File: src/rtl/fetch_pkg.sv
// Shared types and defaults for the fetch control slice.
// Holds the FSM state enum, instruction-format defaults and jump test.
package fetch_pkg;

  typedef enum logic [2:0] {
    IDLE,
    FILL,
    RUN,
    FLUSH,
    HALTED
  } state_t;

  localparam int INSTR_W_DEF = 9;
  localparam logic [INSTR_W_DEF-1:0] HALT_OPC_DEF = 9'h0FF;

  // MSB of a w-bit instruction word marks an absolute jump.
  function automatic logic is_jump(
    input logic [31:0] instr,
    input int          w
  );
    return |(instr & (32'd1 << (w - 1)));
  endfunction

endpackage

File: src/rtl/fetch_decode.sv
// Classifies the ROM word into jump / halt / normal and extracts Target.
// Ports: instr in; jump, halt, target out (all combinational).
module fetch_decode
  import fetch_pkg::*;
#(
  parameter int                 INSTR_W  = INSTR_W_DEF,
  parameter logic [INSTR_W-1:0] HALT_OPC = HALT_OPC_DEF
) (
  input  logic [INSTR_W-1:0] instr,
  output logic               jump,
  output logic               halt,
  output logic [7:0]         target
);

  // Halt wins if an override makes the encodings overlap.
  assign halt   = (instr == HALT_OPC);
  assign jump   = !halt && is_jump(32'(instr), INSTR_W);
  assign target = instr[7:0];

endmodule

File: src/rtl/fetch_ctrl.sv
// Fetch control: drives Init/Branch_abs/Target/Halt, retires ROM words.
// Ports: CLK, RESET_n, Start, PC, Instr in; fetch ctrl, retire, count out.
module fetch_ctrl
  import fetch_pkg::*;
#(
  parameter int                 INSTR_W  = INSTR_W_DEF,
  parameter logic [INSTR_W-1:0] HALT_OPC = HALT_OPC_DEF,
  parameter int                 CNT_W    = 16
) (
  input  logic               CLK,
  input  logic               RESET_n,
  input  logic               Start,
  input  logic [15:0]        PC,
  input  logic [INSTR_W-1:0] Instr,
  output logic               Init,
  output logic               Branch_abs,
  output logic [7:0]         Target,
  output logic               Halt,
  output logic               Instr_valid,
  output logic [INSTR_W-1:0] Instr_out,
  output logic [15:0]        Instr_PC,
  output logic               Done,
  output logic [CNT_W-1:0]   Retired_cnt
);

  state_t      state;
  state_t      state_nx;
  logic [15:0] pc_q;
  logic        dec_jump;
  logic        dec_halt;
  logic [7:0]  dec_tgt;

  fetch_decode #(
    .INSTR_W  (INSTR_W),
    .HALT_OPC (HALT_OPC)
  ) u_dec (
    .instr  (Instr),
    .jump   (dec_jump),
    .halt   (dec_halt),
    .target (dec_tgt)
  );

  always_ff @(posedge CLK or negedge RESET_n) begin
    if (!RESET_n) begin
      state <= IDLE;
      pc_q  <= '0;
    end else begin
      state <= state_nx;
      pc_q  <= PC;
    end
  end

  always_comb begin
    state_nx    = state;
    Init        = 1'b0;
    Branch_abs  = 1'b0;
    Target      = '0;
    Halt        = 1'b0;
    Instr_valid = 1'b0;
    Done        = 1'b0;
    unique case (state)
      IDLE: begin
        Init = 1'b1;
        if (Start) state_nx = FILL;
      end
      FILL: state_nx = RUN;
      RUN: begin
        Instr_valid = 1'b1;
        if (dec_halt) begin
          Halt     = 1'b1;
          state_nx = HALTED;
        end else if (dec_jump) begin
          Branch_abs = 1'b1;
          Target     = dec_tgt;
          state_nx   = FLUSH;
        end
      end
      // Wrong-path word from PC+1 is dropped undecoded.
      FLUSH: state_nx = RUN;
      HALTED: begin
        Halt = 1'b1;
        Done = 1'b1;
        if (Start) state_nx = IDLE;
      end
      default: state_nx = IDLE;
    endcase
  end

  assign Instr_out = Instr_valid ? Instr : '0;
  assign Instr_PC  = pc_q;

  always_ff @(posedge CLK or negedge RESET_n) begin
    if (!RESET_n) begin
      Retired_cnt <= '0;
    end else if (state == IDLE && Start) begin
      Retired_cnt <= '0;
    end else if (Instr_valid && Retired_cnt != '1) begin
      Retired_cnt <= Retired_cnt + 1'b1;
    end
  end

endmodule

File: config.mk
export PLATFORM = sky130hd
export DESIGN_NAME = fetch_ctrl
export DESIGN_NICKNAME = d
export VERILOG_FILES = /design/src/rtl/fetch_pkg.sv /design/src/rtl/fetch_decode.sv /design/src/rtl/fetch_ctrl.sv
export SDC_FILE = /design/constraint.sdc
export NUM_CORES = 1
export LEC_CHECK = 0
export ABC_CLOCK_PERIOD_IN_PS = 2000
export BUFFER_PORTS_ARGS = -buffer_cell sky130_fd_sc_hd__buf_2
export CAP_MARGIN = 20
export CORE_MARGIN = 1
export CORE_UTILIZATION = 44
export CTS_BUF_LIST = sky130_fd_sc_hd__clkbuf_2 sky130_fd_sc_hd__clkbuf_4 sky130_fd_sc_hd__clkbuf_8
export CTS_CLUSTER_DIAMETER = 80
export DETAILED_ROUTE_END_ITERATION = 6
export GPL_ROUTABILITY_DRIVEN = 0
export MAX_ROUTING_LAYER = met4
export PLACE_DENSITY = 0.8
export SYNTH_ARGS = -nofsm -noshare
export SYNTH_HDL_FRONTEND = slang
export SYNTH_SLANG_ARGS = --single-unit
File: constraint.sdc
create_clock -name CLK -period 2 [get_ports CLK]
set_input_delay 0.1 -clock CLK [delete_from_list [all_inputs] [get_ports CLK]]
set_output_delay 0.1 -clock CLK [all_outputs]
set_load 0.1 [all_outputs]
==> results of run 1 <==
-- worst min-delay path, stage by stage --
cell,delay (ns)
buf_2,0.15
mux2i_1,0.15
nor3_1,0.07
-- flip-flops by register name (all words and copies together), names as in the netlist --
register and flops:
Instr_PC 16, Retired_cnt 16, state 3
-- final timing paths --
kind,endpoint,cells past startpoint,from,slack (ns)
max in group asynchronous,Retired_cnt[6],2,RESET_n,1.13
min in group asynchronous,Retired_cnt[13],2,RESET_n,0.35
max,Halt,6,state[2],0.09
max reg2reg,Retired_cnt[13],6,Retired_cnt[0],0.25
min,state[0],3,Instr[8],0.16
min reg2reg,Retired_cnt[3],1,Retired_cnt[3],0.52
-- layer usage --
metal	vias to the layer above	track usage
met4	0	0.0921
met1	763	0.323
li1	745	-
met2	55	0.387
met3	5	0.0766
met5	-	-
-- power breakdown --
part | switching (mW) | leakage [nW] | internal [mW]
clock network | 0.252 | 0.0345 | 0.173
registers | 0.149 | 0.401 | 0.842
logic | 1.26 | 0.749 | 0.291
-- cell type report --
class,count,area [um^2]
clock inverter,2,16.3
fill,237,876
timing repair buffer,105,803
inverter,3,11.3
clock buffer,6,51.3
multi-input combinational,102,677
sequential,35,897
tap,46,57.6
-- layout by cell type (no fill, tap or decap), types with 8 or more instances in the layout --
cell,n
dfrtp_1,18
dfrtp_2,17
buf_2,62
nand2_1,10
a21oi_1,11
dlygate4sd3_1,18
clkbuf_4,14
and2_2,8
and3_1,10
buf_12,10
-- cell families after synthesis --
family	Yosys count	share of synthesized area
and+or+nand+nor	69	0.275
adders and majority gates	1	0.00792
DFF	35	0.555
buffers and inverters	10	0.0317
AOI/OAI and AO/OA	28	0.106
xor gates and xnor gates	1	0.00555
muxes	3	0.0190
-- what timing repair did --
| item | CTS | global route |
|---|---|---|
| endpoints found under the setup margin | 0 | 10 |
| hold buffers | 18 | 0 |
| resized for setup | 0 | 10 |
| endpoints found under the hold margin | 52 | 0 |
-- metrics by stage --
stage | std cells | cell area (um^2)
2_1_floorplan | 147 | 1650
3_5_place_dp | 273 | 2240
3_3_place_gp | 273 | 2240
5_1_grt | 299 | 2510
6_report | 299 | 2510
4_1_cts | 299 | 2490
==> results.tsv, run 1 <==
stage	metric	value	unit
run_status	status	finished, final reports clean	
cts	numCtsBuffers	5	
critical_path	worstSetupPathType	register to output port	
cts	clk_path_buf_depth	2	
routing	vias_per_cell	5.24	
global_routing	antenna_found_initial	0	
global_routing	grt_overflow	0	
synth	syn_area_per_cell	10.7	um^2
timing	fin_ws	0.0884	ns
routing	wl	4.38	mm
routing	post_drt_wl_per_cell	14.6	um
synth	yosysWarnings	0	
critical_path	critical_path.max_stage_delay	0.47	ns
cts	clock_latency	0.34	ns
critical_path	path_cells	nor2_1, nand2_2, buf_4, or2_2, nand2_1, buf_12	
cts	root_buffer	clkbuf_4	
critical_path	cp-start-kind	register	
timing	period_share	0.956	
cts	h-tree-depth	2	
timing	setup_violations	0	
pwr	p_per_area	1180	mW/mm^2
synth	post-synth-top-count-cell	dfrtp_1	
floorplan	die-height	61.9	um
synth	netlist_instances	147	
floorplan	die_area	0.00383	mm^2
floorplan	initial_core_util	0.466	
timing	slew_headroom	0.501	
global_routing	grt_pass1_wl	6.72	mm
run	max_cap_violations	0	
floorplan	ios	82	
critical_path	crit_arrival	1.81	ns
critical_path	cp_slowest_cell	dfrtp_1	
synth	synthArstFlopShare	1.00	
timing	slew_violations	0	
critical_path	endpoint_kind	output port	
timing	holdWs	0.159	ns
global_routing	grt_max_degree	36	
synth	netlist.area_leader.share	0.555	
timing	clock_skew	0.00929	ns
timing	hold_viol_final	0	
timing	grt_setup_unrepaired	no	
floorplan	rows	21	
floorplan	die_x	61.9	um
critical_path	crit_required	1.90	ns
routing	first_pass_iters	4	
global_routing	grt_pass1_vias	1491	
critical_path	critPathTopFamily	simple AND/OR/NAND/NOR gates	
routing	drt_iter0_drc	116	
min_path	hp-class	input pin to register	
synth	synth.area.top_cells	dfrtp_1 (55%), and2_1 (4.4%), and3_1 (4.0%)	
timing	fmax	0.523	GHz
floorplan	core_area	0.00339	mm^2
pwr	p_leak	1.19	nW
routing	ant_nets	0	
routing	drc	0	
cts	postCtsSetupBuffers	0	
cts	cts.sinks	35	
synth	synth-main-ff-cell	dfrtp_1	
layout	diodes	0	
routing	route.vias.total	1568	
synth	synth_edf_count	0	
timing	finalSetupTns	0	ns
timing	tightest_slew	0.749	ns
place	pre_cts_ws	0.272	ns
routing	top_layer	met4	
critical_path	crit_fanout	8	
routing	route.met2.wl	2.28	mm
synth	synth_seq_cells	35	
place	hpwl	2.83	mm
synth	yosysTopAreaCell	dfrtp_1	
layout	areaGrowthSynthToFinish	59.2	%
layout	utilization	0.742	
layout	drive_gt1_frac	0.518	
pwr	ir_drop	1050	uV
pwr	power	2.97	mW
routing	route.met3.wl	267	um
place	portBuffers	81	
layout	layout.nets	281	
timing	min_period	1.91	ns
synth	synth_nets	176	
cts	cts_tree	built	
synth	syn_area	0.00158	mm^2
synth	synth_cell_type_count	35	
critical_path	worst-path-buf-inv	2	
routing	met1_length	1.79	mm
cts	clkTransAtPathRegs	0.12	ns
global_routing	grt_use_total	0.255	
synth	synthTopCellsByCount	dfrtp_1 (35), a21oi_1 (11), and2_1 (11)	
synth	seq_area_frac_synth	0.555	
No activity file was read; power rests on OpenSTA's default activity.
==> inputs of run 2 (changes only) <==
--- a/config.mk
+++ b/config.mk
@@ -16,6 +16,7 @@
 export GPL_ROUTABILITY_DRIVEN = 0
 export MAX_ROUTING_LAYER = met4
 export PLACE_DENSITY = 0.8
+export REMOVE_ABC_BUFFERS = 1
 export SYNTH_ARGS = -nofsm -noshare
 export SYNTH_HDL_FRONTEND = slang
 export SYNTH_SLANG_ARGS = --single-unit
==> run 2 against run 1 <==
  * Fmax fell by 1.2%
  * Clock skew hardly changed
  * Critical endpoint is now Target[4]
  * Non-clock buffer count unchanged
  * Combinational power about the same
  * Count of clock-buffer cells in the layout unchanged
  * Register-to-register slack better by 0.03 ns
==> results.tsv, run 2 (synthesized netlist as in run 1, its figures left out) <==
stage	metric	value	unit	change
run_status	status	finished, final reports clean		unchanged
critical_path	crit_arrival	1.83	ns	was 1.81 ns
floorplan	die_area	0.00383	mm^2	unchanged
place	portBuffers	81		unchanged
global_routing	antenna_found_initial	0		unchanged
timing	fin_ws	0.0651	ns	was 0.0884 ns
min_path	hp-class	input pin to register		unchanged
routing	drc	0		unchanged
pwr	p_leak	1.21	nW	was 1.19 nW
critical_path	endpoint_kind	output port		unchanged
timing	slew_headroom	0.501		about the same
cts	clk_path_buf_depth	2		unchanged
timing	grt_setup_unrepaired	yes		was no
global_routing	grt_max_degree	36		unchanged
critical_path	critical_path.max_stage_delay	0.43	ns	was 0.47 ns
critical_path	crit_required	1.90	ns	about the same
layout	final_cell_mix	buf_2 (61), dfrtp_1 (35), dlygate4sd3_1 (18)		was buf_2 (62), dfrtp_1 (18), dlygate4sd3_1 (18)
routing	first_pass_iters	4		unchanged
floorplan	core_area	0.00339	mm^2	unchanged
floorplan	die_x	61.9	um	unchanged
place	hpwl	2.66	mm	was 2.83 mm
cts	h-tree-depth	2		unchanged
critical_path	worst-path-buf-inv	3		was 2
routing	drt_iter0_drc	198		was 116
layout	final_area	0.00248	mm^2	was 0.00251 mm^2
timing	clock_skew	0.00907	ns	was 0.00929 ns
layout	drive_gt1_frac	0.415		was 0.518
critical_path	worstSetupPathType	register to output port		unchanged
global_routing	grt-busiest-layer	met2		unchanged
cts	numCtsBuffers	5		unchanged
cts	clkTransAtPathRegs	0.11	ns	was 0.12 ns
routing	route.vias.total	1556		was 1568
run	max_cap_violations	0		unchanged
global_routing	grtUsageMet2	0.373		was 0.387
cts	cts_tree	built		unchanged
pwr	power	3.06	mW	was 2.97 mW
global_routing	grt_pass1_vias	1332		was 1491
place	dpl_cell_area	0.00206	mm^2	was 0.00224 mm^2
cts	cts.sinks	35		unchanged
place	pre_cts_ws	0.314	ns	was 0.272 ns
layout	layout.nets	281		unchanged
pwr	p_per_area	1240	mW/mm^2	was 1180 mW/mm^2
global_routing	grt_overflow	0		unchanged
floorplan	ios	82		unchanged
global_routing	grt_pass1_wl	6.34	mm	was 6.72 mm
cts	postCtsSetupBuffers	0		unchanged
floorplan	initial_core_util	0.466		unchanged
routing	post_drt_wl_per_cell	14.8	um	was 14.6 um
critical_path	crit_fanout	18		was 8
routing	wl	4.42	mm	was 4.38 mm
timing	setup_violations	0		unchanged
pwr	ir_drop	1200	uV	was 1050 uV
layout	areaGrowthSynthToFinish	56.8	%	was 59.2%
layout	final_common_cell	buf_2		unchanged
critical_path	path_cells	nor2_1, nand2_2, inv_2, buf_4, and3_1, buf_8		was nor2_1, nand2_2, buf_4, or2_2, nand2_1, buf_12
critical_path	critPathTopFamily	buffers and inverters		was simple AND/OR/NAND/NOR gates
timing	slew_violations	0		unchanged
layout	diodes	0		unchanged
floorplan	die-height	61.9	um	unchanged
timing	period_share	0.967		was 0.956
critical_path	cp-start-kind	register		unchanged
timing	tightest_slew	0.748	ns	was 0.749 ns
cts	clock_latency	0.35	ns	was 0.34 ns
routing	vias_per_cell	5.20		was 5.24
critical_path	cp_slowest_cell	dfrtp_1		unchanged
timing	holdWs	0.159	ns	about the same
cts	root_buffer	clkbuf_4		unchanged
timing	min_period	1.93	ns	was 1.91 ns
routing	ant_nets	0		unchanged
timing	hold_viol_final	0		unchanged
timing	fmax	0.517	GHz	was 0.523 GHz
floorplan	rows	21		unchanged
global_routing	use_met3	0.0476		was 0.0766
global_routing	grt_use_total	0.242		was 0.255
global_routing	grt_util_met1	0.309		was 0.323
[run 2: cell count changes in the layout (fill, tap and decap cells not counted), moves of 3 or more]
cell and change:
and2_1 +8, and2_2 -8, buf_12 -7, buf_6 +13, buf_8 +3, clkbuf_4 -8
dfrtp_1 +17, dfrtp_2 -17
[run 2: worst min-delay path, delay by kind of cell]
kind / cells / cell delay [ns]
buffers and inverters: 1 / 0.16
muxes: 1 / 0.16
and+or+nand+nor: 1 / 0.06
[run 2: what timing repair did]
action / 4_1_cts / 5_1_grt
endpoints found under the setup margin: 16 / 19
hold endpoints to repair: 52 / 0
pin swaps: 0 / 0
hold buffers: 18 / 0
gates resized for setup: 16 / 31
[run 2: power by group]
part / total, mW / leakage, nW / internal [mW] / switching (mW)
combinational: 1.55 / 0.744 / 0.283 / 1.27
sequential: 0.980 / 0.422 / 0.822 / 0.158
clock: 0.536 / 0.0482 / 0.295 / 0.241
total: 3.06 / 1.21 / 1.40 / 1.66
[run 2: layer usage]
layer,vias up,wire length (um)
li1,749,-
met1,758,1830
met2,38,2370
met3,11,131
met4,0,86
met5,-,0
[run 2: through the flow]
stage | TNS (ns) | util | cells
floorplan | -24.61 | - | 140
detailed placement | 0 | 0.609 | 273
global placement | 0 | 0.609 | 273
CTS | 0 | 0.699 | 299
finish | 0 | 0.731 | 299
global route | -0.153 | 0.731 | 299
[run 2: layout make-up]
type	count	area (um^2)
Timing Repair Buffer	105	790
Fill cell	223	913
Clock buffer	6	51.3
Sequential cell	35	876
Multi-Input combinational cell	102	656
Inverter	3	11.3
Clock inverter	2	35.0
Tap cell	46	57.6
[run 2: path summary, 6_finish.rpt]
| check | start | cells after the start | endpoint | slack [ns] |
|---|---|---|---|---|
| min in group asynchronous | RESET_n | 2 | Retired_cnt[10] | 0.34 |
| worst min-delay path | Instr[8] | 3 | state[0] | 0.16 |
| max in group asynchronous | RESET_n | 2 | Retired_cnt[4] | 1.18 |
| worst min register to register | state[2] | 1 | state[1] | 0.52 |
| worst max register to register | Retired_cnt[0] | 6 | Retired_cnt[13] | 0.28 |
| worst max-delay path | state[0] | 6 | Target[4] | 0.07 |
==> inputs of run 3 (changes only) <==
--- a/config.mk
+++ b/config.mk
@@ -6,7 +6,7 @@
 export NUM_CORES = 1
 export LEC_CHECK = 0
 export ABC_CLOCK_PERIOD_IN_PS = 2000
-export BUFFER_PORTS_ARGS = -buffer_cell sky130_fd_sc_hd__buf_2
+export BUFFER_PORTS_ARGS = -buffer_cell sky130_fd_sc_hd__buf_4
 export CAP_MARGIN = 20
 export CORE_MARGIN = 1
 export CORE_UTILIZATION = 44
@@ -17,6 +17,7 @@
 export MAX_ROUTING_LAYER = met4
 export PLACE_DENSITY = 0.8
 export REMOVE_ABC_BUFFERS = 1
+export SKIP_LAST_GASP = 1
 export SYNTH_ARGS = -nofsm -noshare
 export SYNTH_HDL_FRONTEND = slang
 export SYNTH_SLANG_ARGS = --single-unit
==> run 3 against run 2 <==
  * Sequential cell count unchanged
  * Final cell count up 1.7%
  * Die area unchanged
  * Global-route usage up 0.68 points
  * Clock skew up 0.00090 ns
  * Clock power down 20%
  * Fmax up 2.0%
  * First-iteration DRC count down 29%
  * Sequential power down 0.5%
  * Hold slack worse by 0.026 ns
  * Utilization up 3.6 points
  * Critical path type unchanged
  * Largest power group unchanged
==> results.tsv, run 3 (synthesized netlist as in run 1, its figures left out) <==
stage	metric	value	unit	change
routing	post_drt_wl_per_cell	15.4	um	was 14.8 um
critical_path	cp-start-kind	register		unchanged
run	max_cap_violations	0		unchanged
global_routing	grt_use_total	0.248		was 0.242
floorplan	ios	82		unchanged
routing	drc	0		unchanged
place	portBuffers	81		unchanged
timing	setup_violations	0		unchanged
pwr	p_leak	1.26	nW	was 1.21 nW
pwr	ir_drop	877	uV	was 1200 uV
layout	final_cell_mix	buf_4 (78), dfrtp_1 (35), dlygate4sd3_1 (18)		was buf_2 (61), dfrtp_1 (35), dlygate4sd3_1 (18)
timing	clock_skew	0.00997	ns	was 0.00907 ns
place	hpwl	2.85	mm	was 2.66 mm
floorplan	core_area	0.00339	mm^2	unchanged
timing	fin_ws	0.104	ns	was 0.0651 ns
floorplan	rows	21		unchanged
layout	areaGrowthSynthToFinish	64.5	%	was 56.8%
routing	first_pass_iters	5		was 4
global_routing	grt_overflow	0		unchanged
floorplan	die_x	61.9	um	unchanged
floorplan	initial_core_util	0.466		unchanged
critical_path	crit_required	1.90	ns	about the same
cts	numCtsBuffers	5		unchanged
cts	clk_path_buf_depth	2		unchanged
global_routing	antenna_found_initial	0		unchanged
layout	ff_latch_area	876	um^2	unchanged
pwr	seq_power_share	0.317		was 0.320
routing	wl	4.68	mm	was 4.42 mm
timing	fmax	0.527	GHz	was 0.517 GHz
cts	cts_tree	built		unchanged
layout	multi_input_area	654	um^2	was 656 um^2
timing	min_period	1.90	ns	was 1.93 ns
timing	slew_violations	0		unchanged
layout	diodes	0		unchanged
pwr	p_sw_frac	0.554		was 0.543
timing	period_share	0.948		was 0.967
global_routing	grt_pass1_wl	6.51	mm	was 6.34 mm
floorplan	die_area	0.00383	mm^2	unchanged
run_status	status	finished, final reports clean		unchanged
global_routing	grt_max_degree	36		unchanged
min_path	hp-class	input pin to register		unchanged
cts	cts.sinks	35		unchanged
pwr	intPower	1.37	mW	was 1.40 mW
pwr	p_per_area	1180	mW/mm^2	was 1240 mW/mm^2
routing	vias_per_cell	5.29		was 5.20
cts	root_buffer	clkbuf_4		unchanged
place	placed_cells	275		was 273
layout	finalNonFillerCells	304		was 299
timing	grt_setup_unrepaired	no		was yes
place	pre_cts_ws	0.295	ns	was 0.314 ns
cts	h-tree-depth	2		unchanged
timing	tightest_slew	0.456	ns	was 0.748 ns
critical_path	crit_arrival	1.80	ns	was 1.83 ns
timing	slew_headroom	0.694		was 0.501
layout	layout.nets	286		was 281
pwr	pwr-share-clk	0.139		was 0.175
pwr	p_comb_frac	0.544		was 0.505
critical_path	worstSetupPathType	register to output port		unchanged
critical_path	crit_fanout	19		was 18
cts	clock_latency	0.35	ns	about the same
global_routing	grt_pass1_vias	1348		was 1332
routing	drt_iter0_drc	140		was 198
pwr	p_switching	1.71	mW	was 1.66 mW
timing	holdWs	0.133	ns	was 0.159 ns
cts	clkTransAtPathRegs	0.10	ns	was 0.11 ns
floorplan	die-height	61.9	um	unchanged
timing	hold_viol_final	0		unchanged
layout	final_common_cell	buf_4		was buf_2
critical_path	endpoint_kind	output port		unchanged
routing	route.vias.total	1608		was 1556
routing	ant_nets	0		unchanged
layout	drive_gt1_frac	0.426		was 0.415
layout	fillers	215		was 223
[run 3: metrics by stage]
| step | power, mW | instance area [um^2] | utilization | setup TNS, ns |
|---|---|---|---|---|
| final | 3.08 | 2600 | 0.766 | 0 |
| after global routing | 3.20 | 2600 | 0.766 | 0 |
| after CTS | 3.02 | 2510 | 0.742 | 0 |
| after detailed placement | 2.57 | 2270 | 0.669 | 0 |
| after global placement | 2.56 | 2270 | 0.669 | 0 |
| after floorplan | 2.17 | 1540 | - | -24.61 |
[run 3: worst paths after layout]
kind                                 from             end  slack (ns)  cells after the start
max                              state[0]    Instr_out[2]        0.10                      6
min                              Instr[8]        state[0]        0.13                      3
max reg2reg                Retired_cnt[1]  Retired_cnt[2]        0.18                      6
min reg2reg                      state[2]        state[1]        0.52                      1
max in group asynchronous         RESET_n  Retired_cnt[1]        1.46                      2
min in group asynchronous         RESET_n    Instr_PC[13]        0.22                      2
[run 3: what timing repair did]
item / CTS / global route
gates resized for setup: 0 / 17
hold endpoints to repair: 52 / 0
hold buffers: 18 / 0
setup endpoints to repair: 0 / 18
buffers inserted: 0 / 3
[run 3: layout make-up]
type	instances	share of cell area
timing repair buffer	110	0.358
clock inverter	2	0.00626
inverter	3	0.00434
tap	46	0.0222
multi-input combinational	102	0.252
sequential	35	0.337
clock buffer	6	0.0197
[run 3: layer usage]
metal,track usage,vias to the layer above,wire length [um]
met3,0.0559,6,258
met1,0.315,771,1800
li1,-,765,-
met5,-,-,0
met4,0.102,0,89
met2,0.386,66,2530
[run 3: power groups by stage]
stage / Clock, mW / Sequential (mW) / Combinational (mW)
2_1_floorplan: 0 / 1.79 / 0.385
3_3_place_gp: 0 / 0.971 / 1.59
3_5_place_dp: 0 / 0.975 / 1.60
4_1_cts: 0.432 / 0.960 / 1.63
5_1_grt: 0.478 / 0.991 / 1.73
6_report: 0.429 / 0.975 / 1.67
[run 3: critical path, cell delays in order, from the launching register on]
cell     delay [ns]
dfrtp_1        0.43
nor2_1         0.15
nand2_2        0.12
inv_2          0.10
buf_4          0.19
and2_1         0.16
buf_4          0.29
